[src/rtl/fir_coeff_pkg.sv]
// Shared types and constants for the FIR coefficient write path.
package fir_coeff_pkg;

    localparam int COEFF_AW = 6;
    localparam int COEFF_DW = 16;
    localparam int TAP_W    = 6;

    // Tap count presented to the FIR until the first valid commit lands
    localparam logic [TAP_W-1:0] TAP_RESET = 6'd4;

    typedef enum logic [1:0] {
        ST_IDLE      = 2'd0,
        ST_WAIT_SLOT = 2'd1,
        ST_PREAMBLE  = 2'd2,
        ST_DRAIN     = 2'd3
    } schedState_t;

    // Tap count of zero would stall the FIR loop, so it is never staged
    function automatic logic tapCountOk(input logic [TAP_W-1:0] numOfCoeff);
        return (numOfCoeff != {TAP_W{1'b0}});
    endfunction

endpackage

[src/rtl/coeff_wr_fifo.sv]
// Small synchronous FIFO holding {address, data} host writes.
// Count, full and empty all come from the registered occupancy so that
// the ready seen by the host never depends on a same-cycle pop.
module coeff_wr_fifo #(
    parameter int DEPTH = 4,
    parameter int W     = 22
) (
    input  logic                       iClk12M,
    input  logic                       iRsn,
    input  logic                       iPush,
    input  logic [W-1:0]               iPushData,
    input  logic                       iPop,
    output logic [W-1:0]               oHeadData,
    output logic [$clog2(DEPTH):0]     oCount,
    output logic                       oFull,
    output logic                       oEmpty
);

    localparam int PW = $clog2(DEPTH);
    localparam int CW = PW + 1;

    logic [W-1:0]  mem_r [DEPTH];
    logic [PW-1:0] wrPtr_r;
    logic [PW-1:0] rdPtr_r;
    logic [CW-1:0] count_r;
    logic          pushOk_s;
    logic          popOk_s;

    assign oFull     = (count_r == CW'(DEPTH));
    assign oEmpty    = (count_r == {CW{1'b0}});
    assign pushOk_s  = iPush & ~oFull;
    assign popOk_s   = iPop & ~oEmpty;
    assign oHeadData = mem_r[rdPtr_r];
    assign oCount    = count_r;

    // Pointer and occupancy bookkeeping; pointers wrap naturally at DEPTH
    always_ff @(posedge iClk12M) begin
        if (!iRsn) begin
            wrPtr_r <= {PW{1'b0}};
            rdPtr_r <= {PW{1'b0}};
            count_r <= {CW{1'b0}};
        end else begin
            if (pushOk_s) begin
                wrPtr_r <= wrPtr_r + 1'b1;
            end
            if (popOk_s) begin
                rdPtr_r <= rdPtr_r + 1'b1;
            end
            case ({pushOk_s, popOk_s})
                2'b10:   count_r <= count_r + 1'b1;
                2'b01:   count_r <= count_r - 1'b1;
                default: count_r <= count_r;
            endcase
        end
    end

    // Storage array; contents are don't-care whenever count says empty
    always_ff @(posedge iClk12M) begin
        if (pushOk_s) begin
            mem_r[wrPtr_r] <= iPushData;
        end
    end

endmodule

[src/rtl/coeff_wr_scheduler.sv]
// Buffers host coefficient writes and replays them into the FIR control
// FSM as flag bursts (one preamble cycle, then one addr/data per cycle),
// only in slots where the FIR is idle and no sample strobe is arriving.
module coeff_wr_scheduler
    import fir_coeff_pkg::*;
#(
    parameter int DEPTH     = 4,
    parameter int AW        = COEFF_AW,
    parameter int DW        = COEFF_DW,
    parameter int MAX_BURST = 16
) (
    input  logic             iClk12M,
    input  logic             iRsn,
    input  logic             iEnSample600k,
    input  logic             iFirBusy,
    input  logic             iWrValid,
    input  logic [AW-1:0]    iWrAddr,
    input  logic [DW-1:0]    iWrData,
    output logic             oWrReady,
    input  logic             iCommit,
    input  logic [TAP_W-1:0] iNumOfCoeff,
    output logic             oCoeffUpdateFlag,
    output logic [AW-1:0]    oAddrRam,
    output logic [DW-1:0]    oWrDtRam,
    output logic [TAP_W-1:0] oNumOfCoeff,
    output logic             oSampleMiss,
    output logic             oCfgErr
);

    localparam int BW = $clog2(MAX_BURST + 1);
    localparam int CW = $clog2(DEPTH) + 1;

    schedState_t      state_r;
    logic [BW-1:0]    burstCnt_r;
    logic [TAP_W-1:0] stagedNum_r;
    logic             stagedValid_r;

    logic [AW+DW-1:0] headData_s;
    logic [CW-1:0]    fifoCount_s;
    logic             fifoFull_s;
    logic             fifoEmpty_s;
    logic             popNow_s;
    logic             preambleEntry_s;
    logic             commitOk_s;

    // A burst keeps popping while entries remain and the burst budget allows
    assign popNow_s = ((state_r == ST_PREAMBLE) || (state_r == ST_DRAIN))
                      && !fifoEmpty_s && (burstCnt_r < BW'(MAX_BURST));

    // A sample strobe in the same cycle takes the slot away from the burst
    assign preambleEntry_s = (state_r == ST_WAIT_SLOT) && !iFirBusy && !iEnSample600k;

    assign commitOk_s = iCommit && tapCountOk(iNumOfCoeff);
    assign oWrReady   = !fifoFull_s;

    coeff_wr_fifo #(
        .DEPTH (DEPTH),
        .W     (AW + DW)
    ) uFifo (
        .iClk12M   (iClk12M),
        .iRsn      (iRsn),
        .iPush     (iWrValid),
        .iPushData ({iWrAddr, iWrData}),
        .iPop      (popNow_s),
        .oHeadData (headData_s),
        .oCount    (fifoCount_s),
        .oFull     (fifoFull_s),
        .oEmpty    (fifoEmpty_s)
    );

    // Burst sequencer: owns flag, addr/data and the tap count seen by the FIR
    always_ff @(posedge iClk12M) begin
        if (!iRsn) begin
            state_r          <= ST_IDLE;
            burstCnt_r       <= {BW{1'b0}};
            oCoeffUpdateFlag <= 1'b0;
            oAddrRam         <= {AW{1'b0}};
            oWrDtRam         <= {DW{1'b0}};
            oNumOfCoeff      <= TAP_RESET;
        end else begin
            case (state_r)
                ST_IDLE: begin
                    oCoeffUpdateFlag <= 1'b0;
                    if (!fifoEmpty_s || stagedValid_r) begin
                        state_r <= ST_WAIT_SLOT;
                    end else begin
                        state_r <= ST_IDLE;
                    end
                end
                ST_WAIT_SLOT: begin
                    if (preambleEntry_s) begin
                        state_r          <= ST_PREAMBLE;
                        oCoeffUpdateFlag <= 1'b1;
                        burstCnt_r       <= {BW{1'b0}};
                        // Tap count only moves here, so it is stable while the FIR latches it
                        if (stagedValid_r) begin
                            oNumOfCoeff <= stagedNum_r;
                        end else begin
                            oNumOfCoeff <= oNumOfCoeff;
                        end
                    end else begin
                        state_r          <= ST_WAIT_SLOT;
                        oCoeffUpdateFlag <= 1'b0;
                    end
                end
                ST_PREAMBLE, ST_DRAIN: begin
                    if (popNow_s) begin
                        state_r          <= ST_DRAIN;
                        oCoeffUpdateFlag <= 1'b1;
                        oAddrRam         <= headData_s[AW+DW-1:DW];
                        oWrDtRam         <= headData_s[DW-1:0];
                        burstCnt_r       <= burstCnt_r + 1'b1;
                    end else begin
                        oCoeffUpdateFlag <= 1'b0;
                        if (fifoEmpty_s) begin
                            state_r <= ST_IDLE;
                        end else begin
                            state_r <= ST_WAIT_SLOT;
                        end
                    end
                end
                default: begin
                    state_r          <= ST_IDLE;
                    oCoeffUpdateFlag <= 1'b0;
                end
            endcase
        end
    end

    // Staged tap count; a commit landing with PREAMBLE entry waits for the next burst
    always_ff @(posedge iClk12M) begin
        if (!iRsn) begin
            stagedNum_r   <= TAP_RESET;
            stagedValid_r <= 1'b0;
        end else if (commitOk_s) begin
            stagedNum_r   <= iNumOfCoeff;
            stagedValid_r <= 1'b1;
        end else if (preambleEntry_s) begin
            stagedValid_r <= 1'b0;
        end else begin
            stagedValid_r <= stagedValid_r;
        end
    end

    // Single-cycle status pulses for missed samples and rejected commits
    always_ff @(posedge iClk12M) begin
        if (!iRsn) begin
            oSampleMiss <= 1'b0;
            oCfgErr     <= 1'b0;
        end else begin
            oSampleMiss <= iEnSample600k & oCoeffUpdateFlag;
            oCfgErr     <= iCommit & ~tapCountOk(iNumOfCoeff);
        end
    end

endmodule

[config.mk]
export PLATFORM = sky130hd
export DESIGN_NAME = coeff_wr_scheduler
export DESIGN_NICKNAME = d
export VERILOG_FILES = /design/src/rtl/fir_coeff_pkg.sv /design/src/rtl/coeff_wr_fifo.sv /design/src/rtl/coeff_wr_scheduler.sv
export SDC_FILE = /design/constraint.sdc
export NUM_CORES = 1
export LEC_CHECK = 0
export ABC_AREA = 1
export CORE_AREA = 2 2 124 156
export CTS_CLUSTER_DIAMETER = 50
export CTS_CLUSTER_SIZE = 14
export DETAILED_ROUTE_END_ITERATION = 10
export DIE_AREA = 0 0 126 158
export PLACE_DENSITY_LB_ADDON = 0.1
export SKIP_CTS_REPAIR_TIMING = 1
export SLEW_MARGIN = 15
export SYNTH_ARGS = -nofsm -noshare
export SYNTH_HDL_FRONTEND = slang
export SYNTH_SLANG_ARGS = --single-unit
export TNS_END_PERCENT = 1
[constraint.sdc]
create_clock -name iClk12M -period 2.7 [get_ports iClk12M]
set_input_delay 0.27 -clock iClk12M [delete_from_list [all_inputs] [get_ports iClk12M]]
set_output_delay 0.27 -clock iClk12M [all_outputs]
set_load 0.02 [all_outputs]
==> results of run 1 <==
==> state kept, by name, indices dropped and copies added, names as in the netlist <==
register          count
oWrDtRam             16
burstCnt_r            5
uFifo.mem_r          88
stagedNum_r           6
uFifo.rdPtr_r         2
oNumOfCoeff           6
oSampleMiss           1
oCfgErr               1
uFifo.wrPtr_r         2
state_r               1
oCoeffUpdateFlag      1
oAddrRam              6
uFifo.oCount          3
stagedValid_r         1
==> area by class of cell <==
| type | count | area share, % |
|---|---|---|
| Sequential cell | 139 | 53.8 |
| Tap cell | 232 | 4.26 |
| Multi-Input combinational cell | 317 | 21.7 |
| Clock buffer | 17 | 6.25 |
| Inverter | 21 | 1.16 |
| Timing Repair Buffer | 78 | 11.0 |
| Clock inverter | 15 | 1.86 |
==> power breakdown <==
part | internal [uW] | leakage (uW) | switching, uW | total [uW]
combinational | 129 | 0.000943 | 191 | 320
clock | 1260 | 0.000260 | 898 | 2160
sequential | 2360 | 0.00122 | 30.1 | 2390
total | 3750 | 0.00243 | 1120 | 4870
==> routing by layer <==
layer  global-route usage (%)  vias to the layer above  wire length, um
met5                        0                        -                0
met4                     5.34                        0              198
met3                     3.45                       14              323
met2                     20.6                       53             5650
met1                     15.3                     1686             5550
li1                         -                     1854                -
==> cell families after synthesis <==
logic type      share of synthesized area (%)
compound gates                           11.0
flops                                    67.7
xor+xnor                                0.162
buf+inv                                  5.14
fa+ha+maj                                1.76
simple gates                             14.2
==> stage by stage <==
step	instances	cell area [um2]	power [uW]	util, %	setup slack [ns]
2_1_floorplan	504	5410	2600	-	0.560
3_3_place_gp	787	6260	2760	33.8	0.678
3_5_place_dp	787	6260	2760	33.8	0.679
4_1_cts	819	6810	4930	36.8	0.721
5_1_grt	819	6810	5060	36.8	0.548
6_report	819	6810	4870	36.8	0.747
==> worst min-delay path: stages <==
cell and delay (ns):
clkdlybuf4s50_1 0.43, nand2_1 0.08, nor2_1 0.03
==> cells in the mapped netlist <==
cell,count
dfxtp_1,51
fa_1,1
inv_2,3
buf_4,4
ha_1,6
edfxtp_1,88
nand2_2,2
nand3_1,11
or2_2,1
o21ai_0,70
buf_1,1
buf_6,8
buf_2,7
o21ai_1,26
xor2_1,1
clkbuf_1,4
nor2_2,3
a21oi_1,22
nor2_1,135
buf_8,1
nand3b_1,3
inv_1,18
nand4_1,2
nand2_1,32
nand2_4,1
a31oi_1,1
clkbuf_2,2
==> placed cells by master, fill, tap and decap left out, types with 2 or more instances in the layout <==
master / n
dfxtp_1: 51
nor2_1: 131
clkinv_4: 3
a21oi_1: 22
clkinv_2: 3
o21ai_0: 70
clkinv_1: 2
inv_2: 3
o21ai_1: 26
inv_6: 2
nand4_1: 2
buf_4: 13
clkinvlp_4: 4
clkdlybuf4s50_1: 65
ha_1: 6
nand2_2: 2
nand2_1: 32
clkbuf_16: 17
inv_1: 18
edfxtp_1: 88
nor2_2: 7
nand3b_1: 3
nand3_1: 11
==> final timing paths <==
| path | startpoint | end | slack [ns] | cells past startpoint |
|---|---|---|---|---|
| worst min-delay path | iEnSample600k | oSampleMiss | 0.44 | 3 |
| worst max register to register | oCoeffUpdateFlag | uFifo.oCount[2] | 0.75 | 11 |
| worst min register to register | stagedNum_r[2] | stagedNum_r[2] | 0.46 | 2 |
| worst max-delay path | oCoeffUpdateFlag | uFifo.oCount[2] | 0.75 | 11 |
==> flow_summary.json, run 1 <==
{
  "power_density_mw_per_mm2": 715,
  "via_count": 3607,
  "ys_seq_elements": 139,
  "crit_family": "simple AND/OR/NAND/NOR gates",
  "peakVddDrop_uv": 452,
  "crit_fanout": 5,
  "clk_pin_slew_worst_paths_ns": 0.06,
  "finalCritPeriodShare_pct": 72.3,
  "grt_pass1_wl_mm": 19.1,
  "track_usage_pct": 12.5,
  "grt_max_degree": 48,
  "cts_tree": "yes",
  "area_growth_pct": 25.9,
  "synth.top_cell.area_share_pct": 48.9,
  "synthDistinctLibCells": 27,
  "first_iter_violations": 215,
  "die_area_mm2": 0.0199,
  "synth_area_leaders": "edfxtp_1, dfxtp_1, nor2_1, o21ai_0, o21ai_1",
  "worst_setup_path_end_kind": "flop",
  "status": "complete, no violations",
  "core_mm2": 0.0185,
  "tightestPinTransition_ns": 0.746,
  "hold_violations": 0,
  "ctsHtreeMaxLevel": 4,
  "cts.sinks": 139,
  "drt-pass1-iter-count": 4,
  "path_cells": "inv_2 > nor2_2 > nand2_2 > inv_2 > ha_1 > inv_1 > fa_1 > or2_2 > nand2_1 > o21ai_0 > a21oi_1",
  "fill_cells": 1873,
  "dieHeight_um": 158,
  "crit_slowest_cell": "dfxtp_1",
  "via_per_inst": 4.40,
  "cp_data_required_time_ns": 3.05,
  "cap_violations": 0,
  "rsz0062_at_grt": "no",
  "cpMostUsedCell": "inv_2",
  "layout.area.seq_mm2": 0.00366,
  "place.gp.congestion": 0.718,
  "start_kind": "flop",
  "drcViolationCount": 0,
  "antenna_found_initial": 0,
  "antenna_left": 0,
  "ys_seq_area_share_pct": 67.7,
  "yosys.area.top_type": "edfxtp_1",
  "nets": 615,
  "skew_ns": 0.00750,
  "clockBufferDepth": 2,
  "cts_root_buf": "clkbuf_16",
  "tns_ns": 0,
  "wl_per_cell_um": 14.3,
  "syn_inst": 504,
  "worstSetupPathType": "flop to flop",
  "p_leak_uw": 0.00243,
  "relSlewSlack_pct": 50.2,
  "io_buffers": 65,
  "critPathBufInv": 3,
  "min_period_ns": 1.95,
  "finalHoldWorstSlack_ns": 0.441,
  "numCtsBuffers": 17,
  "cp.arrival_ns": 2.30,
  "synth_area_mm2": 0.00541,
  "max_stage_delay_ns": 0.41,
  "min_path_type": "primary input to flop",
  "fmax_mhz": 512,
  "rows": 56,
  "multi_input_area_mm2": 0.00148,
  "ioPinCount": 66,
  "num_antenna_cells": 0,
  "hpwl_mm": 7.71,
  "grt_overflow": 0,
  "maxSlewViolCount": 0,
  "clock_latency_ns": 0.42,
  "grt_pass1_vias": 3694,
  "wirelength_mm": 11.7,
  "start_util_pct": 29.2,
  "setup-violations-final": 0,
  "ys_warn_count": 0,
  "drive_gt1_share_pct": 9.71,
  "die_w_um": 126,
  "syn-num-nets": 545,
  "synth_area_per_cell_um2": 10.7
}
No activity file was read; power rests on OpenSTA's default activity.
==> inputs of run 2 (changes only) <==
==> constraint.sdc (replaced) <==
create_clock -name iClk12M -period 1.82 [get_ports iClk12M]
set_input_delay 0.182 -clock iClk12M [delete_from_list [all_inputs] [get_ports iClk12M]]
set_output_delay 0.182 -clock iClk12M [all_outputs]
set_load 0.02 [all_outputs]
==> run 2 against run 1 <==
Sequential power is 48% higher. Flip-flop and latch count stayed put. First-iteration DRC count is 10% higher. Combinational power is 57% higher. Maximum frequency is 12% higher. Non-clock buffer count is 10 higher. Core utilization is 0.58 points higher. Clock skew is 0.0017 ns lower. Worst setup slack worse by 0.68 ns. Critical path depth is 1 lower. Clock power is 43% higher. Die area stayed put. Largest cell class unchanged. Largest power group unchanged.
==> flow_summary.json, run 2 (synthesized netlist as in run 1, its figures left out) <==
{
  "path_cells": "nor2_4 > nand2_2 > nand2_2 > ha_1 > inv_1 > fa_2 > or2_4 > nand2_2 > o21ai_0 > a21oi_1",
  "num_antenna_cells": 0,
  "numCtsBuffers": 17,
  "cap_violations": 0,
  "min_path_type": "primary input to flop",
  "die_area_mm2": 0.0199,
  "final_cell_mix": "nor2_1, edfxtp_1, o21ai_0, clkdlybuf4s50_1, dfxtp_1",
  "largest_reg_flops": 88,
  "cts_tree": "yes",
  "pre_cts_ws_ns": -0.0932,
  "crit_slowest_cell": "dfxtp_4",
  "setup-violations-final": 0,
  "hpwl_mm": 7.80,
  "cts_root_buf": "clkbuf_16",
  "via_count": 3687,
  "via_per_inst": 4.45,
  "ioPinCount": 66,
  "dieHeight_um": 158,
  "regMostFlops": "uFifo.mem_r",
  "io_buffers": 65,
  "drive_gt1_share_pct": 11.7,
  "clk_pin_slew_worst_paths_ns": 0.06,
  "cp.arrival_ns": 2.08,
  "fill_cells": 1844,
  "first_iter_violations": 237,
  "final_common_cell": "nor2_1",
  "tightestPinTransition_ns": 0.500,
  "critPathLaunch": "uFifo.oCount[1]",
  "skew_ns": 0.00582,
  "max_stage_delay_ns": 0.35,
  "p_leak_uw": 0.00248,
  "cp.depth": 10,
  "cts.sinks": 139,
  "worst_setup_path_end_kind": "flop",
  "finalCritPeriodShare_pct": 96.1,
  "grt_overflow": 0,
  "drt-pass1-iter-count": 4,
  "place.gp.congestion": 0.756,
  "ctsHtreeMaxLevel": 4,
  "power_density_mw_per_mm2": 1030,
  "clock_latency_ns": 0.41,
  "maxSlewViolCount": 0,
  "core_mm2": 0.0185,
  "relSlewSlack_pct": 66.6,
  "setup_ws_ns": 0.0709,
  "nets": 625,
  "grt_max_degree": 48,
  "final_util_pct": 37.4,
  "dp_cells": 797,
  "track_usage_pct": 12.4,
  "grt_pass1_vias": 3549,
  "top_regs": "uFifo.mem_r: 88 flops, oWrDtRam: 16 flops",
  "timing.rr.end": "uFifo.oCount[2]",
  "antenna_found_initial": 0,
  "multi_input_area_mm2": 0.00149,
  "worstSetupPathType": "flop to flop",
  "layout.area.seq_mm2": 0.00367,
  "status": "complete, no violations",
  "fmax_mhz": 572,
  "ff2ff_setup_slack_ns": 0.07,
  "wirelength_mm": 11.8,
  "r2r-start": "uFifo.oCount[1]",
  "wl_per_cell_um": 14.3,
  "clockBufferDepth": 2,
  "grt_pass1_wl_mm": 18.8,
  "start_kind": "flop",
  "worstRegToRegCells": 10,
  "critPathBufInv": 1,
  "min_period_ns": 1.75,
  "die_w_um": 126,
  "peakVddDrop_uv": 609,
  "cp_data_required_time_ns": 2.15,
  "layoutNonFillerInstCount": 829,
  "antenna_left": 0,
  "rsz0062_at_grt": "yes",
  "area_growth_pct": 27.9,
  "setup.worst_path.end": "uFifo.oCount[2]",
  "drcViolationCount": 0,
  "crit_family": "simple AND/OR/NAND/NOR gates",
  "start_util_pct": 29.2,
  "hold_violations": 0,
  "rows": 56,
  "crit_fanout": 3,
  "cpMostUsedCell": "nand2_2"
}
run 2: cell type report:
cell class	count	area share [%]
clock buffers	18	6.20
multi-input cells	317	21.6
repair buffers	88	12.3
clock inverters	14	1.52
well taps	232	4.20
flip-flops and latches	139	53.0
inverters	21	1.14
run 2: how the worst min path moves through the flow:
stage	from	end	cells after the start
floorplan	iWrData[0]	uFifo.mem_r[0][0]	0
global placement	stagedNum_r[2]	stagedNum_r[2]	2
detailed placement	stagedNum_r[2]	stagedNum_r[2]	2
CTS	iEnSample600k	oSampleMiss	3
global route	iEnSample600k	oSampleMiss	3
finish	iEnSample600k	oSampleMiss	3
run 2: worst min-delay path, cell delays in order:
cell             delay, ns
clkdlybuf4s50_1       0.42
nand2_1               0.08
nor2_1                0.03
run 2: through the flow:
stage	instance area (um2)	power, uW	setup TNS, ns	hold WS, ns
after detailed placement	6360	4110	-0.0932	0.451
after CTS	6890	7210	-0.0766	0.335
after global routing	6920	7430	-0.0656	0.363
after floorplan	5410	3860	-28.47	0.281
after global placement	6360	4100	-0.0729	0.452
final	6920	7120	0	0.351
run 2: where the power goes:
| group | internal [uW] | total, uW | switching (uW) | leakage [uW] |
|---|---|---|---|---|
| clock | 1850 | 3080 | 1230 | 0.000256 |
| combinational | 205 | 501 | 296 | 0.00100 |
| sequential | 3500 | 3540 | 45.2 | 0.00122 |
run 2: routing by layer:
metal	part of all wire, %	global-route usage [%]	up-vias
li1	-	-	1878
met1	47	15.4	1737
met3	3.1	3.51	13
met2	49	20.7	59
met4	1.4	4.55	0
met5	0	0	-
==> inputs of run 3 (changes only) <==
--- a/config.mk
+++ b/config.mk
@@ -6,11 +6,11 @@
 export NUM_CORES = 1
 export LEC_CHECK = 0
 export ABC_AREA = 1
-export CORE_AREA = 2 2 124 156
+export CORE_AREA = 2 2 105 132
 export CTS_CLUSTER_DIAMETER = 50
 export CTS_CLUSTER_SIZE = 14
 export DETAILED_ROUTE_END_ITERATION = 10
-export DIE_AREA = 0 0 126 158
+export DIE_AREA = 0 0 107 134
 export PLACE_DENSITY_LB_ADDON = 0.1
 export SKIP_CTS_REPAIR_TIMING = 1
 export SLEW_MARGIN = 15
==> run 3 against run 2 <==
Die area is 28% lower. Critical endpoint unchanged. Flip-flop and latch count stayed put. Count of clock-buffer cells in the layout stayed put. Sequential power hardly changed. Register-to-register slack hardly changed. Largest cell class unchanged.
==> flow_summary.json, run 3 (synthesized netlist as in run 1, its figures left out) <==
{
  "r2r-start": "uFifo.oCount[1]",
  "setup.worst_path.end": "uFifo.oCount[2]",
  "final_cell_mix": "nor2_1, edfxtp_1, o21ai_0, clkdlybuf4s50_1, dfxtp_1",
  "dp_cells": 732,
  "pre_cts_ws_ns": -0.0830,
  "track_usage_pct": 16.2,
  "layoutNonFillerInstCount": 766,
  "regMostFlops": "uFifo.mem_r",
  "clockBufferDepth": 2,
  "wl_per_cell_um": 14.2,
  "cp.arrival_ns": 2.08,
  "dieHeight_um": 134,
  "cp_data_required_time_ns": 2.16,
  "skew_ns": 0.00533,
  "relSlewSlack_pct": 70.5,
  "grt_pass1_wl_mm": 17.8,
  "die_area_mm2": 0.0143,
  "numCtsBuffers": 17,
  "min_path_type": "primary input to flop",
  "antenna_found_initial": 0,
  "ctsHtreeMaxLevel": 4,
  "via_count": 3672,
  "met1_usage_pct": 20.2,
  "worstSetupPathType": "flop to flop",
  "rows": 47,
  "start_kind": "flop",
  "status": "complete, no violations",
  "num_antenna_cells": 0,
  "fmax_mhz": 576,
  "drive_gt1_share_pct": 12.6,
  "drcViolationCount": 0,
  "tightestPinTransition_ns": 0.442,
  "cts_tree": "yes",
  "crit_fanout": 3,
  "worstRegToRegCells": 10,
  "grt_overflow": 0,
  "nets": 623,
  "p_leak_uw": 0.00254,
  "clock_latency_ns": 0.41,
  "via_per_inst": 4.79,
  "clk_pin_slew_worst_paths_ns": 0.06,
  "largest_reg_flops": 88,
  "met2_usage_pct": 27.5,
  "min_period_ns": 1.74,
  "maxSlewViolCount": 0,
  "top_regs": "uFifo.mem_r: 88 flops, oWrDtRam: 16 flops",
  "first_iter_violations": 146,
  "io_buffers": 65,
  "busiest_layer": "met2",
  "die_w_um": 107,
  "start_util_pct": 41.2,
  "met3_usage_pct": 3.60,
  "cts_root_buf": "clkbuf_16",
  "cap_violations": 0,
  "grt_pass1_vias": 3548,
  "cts.sinks": 139,
  "setup-violations-final": 0,
  "final_util_pct": 53.4,
  "grt_max_degree": 48,
  "peakVddDrop_uv": 578,
  "ioPinCount": 66,
  "area_growth_pct": 29.6,
  "drt-pass1-iter-count": 4,
  "place.gp.congestion": 0.752,
  "final_common_cell": "nor2_1",
  "ff2ff_setup_slack_ns": 0.08,
  "power_density_mw_per_mm2": 1110,
  "wirelength_mm": 10.8,
  "hold_violations": 0,
  "critPathLaunch": "uFifo.oCount[1]",
  "antenna_left": 0,
  "timing.rr.end": "uFifo.oCount[2]",
  "setup_ws_ns": 0.0837,
  "worst_setup_path_end_kind": "flop",
  "finalCritPeriodShare_pct": 95.4,
  "core_mm2": 0.0131,
  "hpwl_mm": 6.79
}
[run 3: changes by cell type in the layout (fill, tap and decap cells not counted), moves of 4 or more]
cell,delta
buf_4,-6
buf_12,+4
bufinv_16,+4
clkinv_2,-4
[run 3: area by class of cell]
type / instances / area (um2)
Inverter: 21 / 78.8
Fill cell: 1173 / 6100
Timing Repair Buffer: 86 / 886
Clock inverter: 14 / 218
Multi-Input combinational cell: 317 / 1520
Clock buffer: 18 / 429
Tap cell: 171 / 214
Sequential cell: 139 / 3670
[run 3: worst min path at each step]
| stage | start | end | slack (ns) | cells past startpoint |
|---|---|---|---|---|
| 3_3_place_gp | stagedNum_r[2] | stagedNum_r[2] | 0.44 | 2 |
| 5_1_grt | iEnSample600k | oSampleMiss | 0.37 | 3 |
| 2_1_floorplan | iWrData[0] | uFifo.mem_r[0][0] | 0.28 | 0 |
| 4_1_cts | iEnSample600k | oSampleMiss | 0.33 | 3 |
| 3_5_place_dp | oNumOfCoeff[1] | oNumOfCoeff[1] | 0.45 | 2 |
| 6_report | iEnSample600k | oSampleMiss | 0.35 | 3 |
[run 3: worst max-delay path, cell delays in order (launching register included)]
cell     delay, ns
dfxtp_2       0.34
nor2_4        0.13
nand2_2       0.08
nand2_2       0.10
ha_4          0.14
inv_2         0.04
fa_2          0.37
or2_4         0.24
nand2_2       0.09
o21ai_2       0.06
a21oi_2       0.09
[run 3: metal layers]
| metal | share of wire, % | vias to the layer above |
|---|---|---|
| met2 | 49 | 75 |
| li1 | - | 1882 |
| met4 | 1.5 | 0 |
| met5 | 0 | - |
| met3 | 4.2 | 13 |
| met1 | 45 | 1702 |
[run 3: power breakdown]
group,switching (uW),internal [uW],total (uW)
clock,1290,2440,3730
combinational,284,220,505
sequential,43.7,3500,3540
total,1620,6160,7770
[run 3: through the flow]
step	hold WS, ns	TNS, ns	area (um2)	total power [uW]
finish	0.351	0	7010	7770
global route	0.369	-0.0353	7010	8040
CTS	0.329	-0.0419	6950	7840
detailed placement	0.453	-0.0830	6300	4100
global placement	0.445	-0.0667	6300	4090
floorplan	0.281	-28.47	5410	3860
